<file path="config.mk">
export PLATFORM = sky130hd
export DESIGN_NAME = eim_dot_accumulator
export DESIGN_NICKNAME = d
export VERILOG_FILES = /design/src/rtl/eim_dot_accumulator.sv
export SDC_FILE = /design/constraint.sdc
export NUM_CORES = 1
export LEC_CHECK = 0
export ABC_AREA = 1
export BUFFER_PORTS_ARGS = -buffer_cell sky130_fd_sc_hd__buf_2
export CAP_MARGIN = 0
export CORE_MARGIN = 3
export CORE_UTILIZATION = 48
export DETAILED_ROUTE_END_ITERATION = 10
export PLACE_DENSITY_LB_ADDON = 0.1
export SYNTH_ARGS = -nofsm -noshare
export SYNTH_HDL_FRONTEND = slang
export SYNTH_SLANG_ARGS = --single-unit
</file>
<file path="constraint.sdc">
create_clock -name clk -period 2.48 [get_ports clk]
set_input_delay 0 -clock clk [delete_from_list [all_inputs] [get_ports clk]]
set_output_delay 0 -clock clk [all_outputs]
set_load 0.01 [all_outputs]
</file>
<file path="src/rtl/eim_dot_accumulator.sv">
// Dot-product accumulator behind the EIM approximate multiplier.
// Sums len products per result and hands the sum out over valid/ready.
module eim_dot_accumulator #(
    parameter int PROD_W = 16,
    parameter int ACC_W  = 32,
    parameter int LEN_W  = 8
) (
    input  logic              clk,
    input  logic              rst_n,
    input  logic              clear,
    input  logic [LEN_W-1:0]  len,
    input  logic              prod_valid,
    output logic              prod_ready,
    input  logic [PROD_W-1:0] prod_data,
    output logic              out_valid,
    input  logic              out_ready,
    output logic [ACC_W-1:0]  out_data,
    output logic              out_ovf
);

    typedef enum logic [1:0] {
        IDLE,
        ACC,
        HOLD
    } state_t;

    state_t state, state_nx;

    logic [ACC_W-1:0] acc, acc_nx;
    logic             ovf, ovf_nx;
    logic [LEN_W-1:0] cnt, cnt_nx;
    logic [LEN_W-1:0] len_q, len_nx;
    logic [LEN_W-1:0] len_eff;
    logic [LEN_W-1:0] cnt_inc;
    logic [ACC_W:0]   sum;
    logic             beat;

    assign prod_ready = (state != HOLD);
    assign beat       = prod_valid && prod_ready;
    assign len_eff    = (len == '0) ? LEN_W'(1) : len;
    assign cnt_inc    = cnt + LEN_W'(1);
    // Extra top bit of the sum is the carry-out feeding the sticky flag
    assign sum        = {1'b0, acc} + {1'b0, ACC_W'(prod_data)};

    assign out_valid  = (state == HOLD);
    assign out_data   = acc;
    assign out_ovf    = ovf;

    always_comb begin
        state_nx = state;
        acc_nx   = acc;
        ovf_nx   = ovf;
        cnt_nx   = cnt;
        len_nx   = len_q;
        unique case (state)
            IDLE: begin
                if (beat) begin
                    len_nx   = len_eff;
                    acc_nx   = ACC_W'(prod_data);
                    cnt_nx   = LEN_W'(1);
                    ovf_nx   = 1'b0;
                    state_nx = (len_eff == LEN_W'(1)) ? HOLD : ACC;
                end
            end
            ACC: begin
                if (beat) begin
                    acc_nx = sum[ACC_W-1:0];
                    ovf_nx = ovf | sum[ACC_W];
                    cnt_nx = cnt_inc;
                    if (cnt_inc == len_q) begin
                        state_nx = HOLD;
                    end
                end
            end
            HOLD: begin
                if (out_ready) begin
                    state_nx = IDLE;
                end
            end
            default: state_nx = IDLE;
        endcase
        // Abort wins over any beat or output handshake in the same cycle
        if (clear) begin
            state_nx = IDLE;
            acc_nx   = '0;
            ovf_nx   = 1'b0;
            cnt_nx   = '0;
        end
    end

    always_ff @(posedge clk or negedge rst_n) begin
        if (!rst_n) begin
            state <= IDLE;
            acc   <= '0;
            ovf   <= 1'b0;
            cnt   <= '0;
            len_q <= '0;
        end else begin
            state <= state_nx;
            acc   <= acc_nx;
            ovf   <= ovf_nx;
            cnt   <= cnt_nx;
            len_q <= len_nx;
        end
    end

endmodule

</file>
==> flow_summary.yaml <==
run_status:
  status: "finished clean"
route:
  vias_per_cell: 5.14
  antenna_left: 0
  drt-initial-drc-count: 171
  drt-wirelength-per-cell_um: 13.0
  dr.pass1.iters: 4
  drt_wl_total_um: 9940
  vias: 3922
  post-route-drc-count: 0
synth:
  synth_edf_count: 0
  synth_fa_ha_area_share_pct: 6.11
  synth.area.top_cells: "dfrtp_1 33%, nand2_1 18%, nor2_1 8.0%, nand3_1 6.7%, inv_1 5.9%"
  synth-seq-area-share_pct: 33.5
  synthFlopType: "dfrtp_1"
  synth_compound_area_share_pct: 11.4
  ys_warn_count: 0
  async_reset_ff_share_pct: 100
  netlist_area_mm2: 0.00381
  synth_xor_area_share_pct: 1.84
  synth-seq-cells: 51
  synth_cells: 583
  yosys.area.top_type: "dfrtp_1"
  synth.avg_cell_area_um2: 6.53
  synth_cell_type_count: 34
  muxShareOfSynthArea_pct: 0
  syn_nets: 630
  yosysTopAreaCellShare_pct: 33.5
  yosys.area_share.simple_pct: 39.7
  netlist_top_cells_count: "181 x nand2_1, 81 x nor2_1, 60 x inv_1"
  yosysMostFrequentCell: "nand2_1"
  synth_top_family_by_area: "simple AND/OR/NAND/NOR gates"
critical_path:
  worst-path-max-fanout: 8
  r2r-end: "out_data[22]$_DFFE_PN0P_"
  reg2regPathDepth: 12
  arrival_ns: 2.23
  critical_path_class: "register to register"
  required_ns: 2.68
  reg2reg_slack_ns: 0.45
  r2r-start: "out_data[0]$_DFFE_PN0P_"
  worst_setup_path_end_kind: "register"
  cp-start-kind: "register"
global_route:
  antenna_found_initial: 0
  grt_pass1_vias: 3724
  grt_overflow: 0
  grt-busiest-layer: "met2"
  grt_start_max_net_pins: 40
  grt_use_met1_pct: 33.6
  grt_pass1_wl_um: 17200
  grt_usage_pct: 23.5
  met2_usage_pct: 38.1
  met3_usage_pct: 2.53
cells_and_area:
  multi_input_area_mm2: 0.00225
  insertedDiodeCount: 0
  syn2layout_area_growth_pct: 18.1
  final_nets: 710
  drive_above_1_share_pct: 15.5
  register_area_mm2: 0.00128
  fill_cells: 719
die:
  core_area_mm2: 0.00749
  start_util_pct: 50.9
  die_y_um: 95.1
  rows: 31
  io_pins: 64
  die_area_mm2: 0.00904
  die_x_um: 95.1
sta:
  slew_viol_final: 0
  tns_ns: 0
  setup_viol: 0
  fin_skew_ns: 0.0153
  setup_ws_ns: 0.446
  min_period_ns: 2.03
  grt_setup_unrepaired: "false"
  fmax_ghz: 0.492
  finalCritPeriodShare_pct: 82.0
  slew_headroom_pct: 64.5
  finalHoldViolCount: 0
  worst_pin_slew_ns: 0.531
place:
  dp.final_hpwl_um: 7510
  post-place-ws_ns: 0.477
  numPortBuffers: 63
  place.gp.congestion: 0.941
clocking:
  post_cts_buffers: 0
  cts_tree: "yes"
  hold_buffers: 13
  path_clk_slew_ns: 0.11
  cts.sinks: 51
  root_buffer: "clkbuf_8"
  ctsResizeCount: 0
  cts_made_buffers: 5
  clkLatencyLatePin_ns: 0.31
  h-tree-depth: 2
  cts_buffer_depth: 2
min_path:
  worst_hold_path.num_cells: 3
  hp-class: "primary input to register"
  hold_end: "out_data[2]$_DFFE_PN0P_"
  min_from: "prod_data[2]"
power:
  p_per_area_mw_per_mm2: 529
  power_leakage_nw: 2.34
  peakVddDrop_mv: 0.279
run:
  maxCapViolCount: 0
==> registers in the layout (all words and copies together), names as in the netlist <==
name and flops:
len_q 8, out_ovf 1, out_data 32, state 2, cnt 8
==> worst max-delay path by stage <==
stage / from / end / slack, ns
after floorplan: out_data[0]$_DFFE_PN0P_ / out_data[22]$_DFFE_PN0P_ / 0.61
after global placement: out_data[0]$_DFFE_PN0P_ / out_data[30]$_DFFE_PN0P_ / 0.56
after detailed placement: out_data[0]$_DFFE_PN0P_ / out_data[18]$_DFFE_PN0P_ / 0.48
after CTS: out_data[0]$_DFFE_PN0P_ / out_data[22]$_DFFE_PN0P_ / 0.46
after global routing: out_data[0]$_DFFE_PN0P_ / out_data[22]$_DFFE_PN0P_ / 0.27
final: out_data[0]$_DFFE_PN0P_ / out_data[22]$_DFFE_PN0P_ / 0.45
==> power by group <==
part           internal (mW)  switching, mW  leakage, nW  total, mW
registers              0.907         0.0547        0.684      0.962
clock network          0.333          0.308       0.0618      0.641
logic                  0.278          0.499         1.59      0.777
total                   1.52          0.862         2.34       2.38
==> layer usage <==
| metal | share of wire, % | vias to the layer above | routed length, um |
|---|---|---|---|
| li1 | - | 2034 | - |
| met3 | 3.2 | 7 | 318 |
| met1 | 51 | 1815 | 5060 |
| met5 | 0 | - | 0 |
| met2 | 45 | 66 | 4470 |
| met4 | 0.90 | 0 | 89 |
==> cell type report <==
cell class | count | share of cell area (%)
clock buffers | 6 | 1.83
clock inverters | 2 | 0.862
inverters | 65 | 5.42
multi-input cells | 459 | 50.0
flip-flops and latches | 51 | 28.4
well taps | 99 | 2.75
repair buffers | 81 | 10.7
==> logic make-up after synthesis <==
| group | Yosys count |
|---|---|
| compound gates | 82 |
| xor+xnor | 8 |
| fa+ha+maj | 18 |
| buf+inv | 73 |
| flops | 51 |
| simple gates | 351 |
==> stage by stage <==
| step | area [um2] | hold slack (ns) | std cells | power [mW] | util [%] |
|---|---|---|---|---|---|
| after floorplan | 3810 | -0.296 | 583 | 1.51 | - |
| after global placement | 4250 | -0.0850 | 742 | 1.73 | 56.8 |
| after detailed placement | 4250 | -0.0774 | 742 | 1.74 | 56.8 |
| after CTS | 4500 | 0.00110 | 763 | 2.39 | 60.1 |
| after global routing | 4500 | 0.0295 | 763 | 2.55 | 60.1 |
| final | 4500 | 0.00537 | 763 | 2.38 | 60.1 |
==> layout by cell type, fill, tap and decap left out, drive strengths merged, types with 2 or more instances in the layout <==
master	instances
and2	2
nor2	86
o22ai	3
buf	68
ha	17
dlygate4sd3	13
o211ai	3
nand3	54
nand2	192
inv	65
a21o	3
nand4	5
nor4	5
clkbuf	6
dfrtp	51
o21ai	41
a21oi	30
xor2	7
nor3	6
==> worst max-delay path: stages (launching register included) <==
cell     delay [ns]
dfrtp_1        0.42
ha_1           0.23
fa_1           0.41
nand2_1        0.09
nand2_1        0.08
nand3_2        0.07
nand2_2        0.07
nand2_1        0.08
nand2_1        0.07
nand2_1        0.07
nand2_2        0.11
a21oi_1        0.15
nor2_1         0.06
Note: power is estimated with default switching activity, not from simulation.
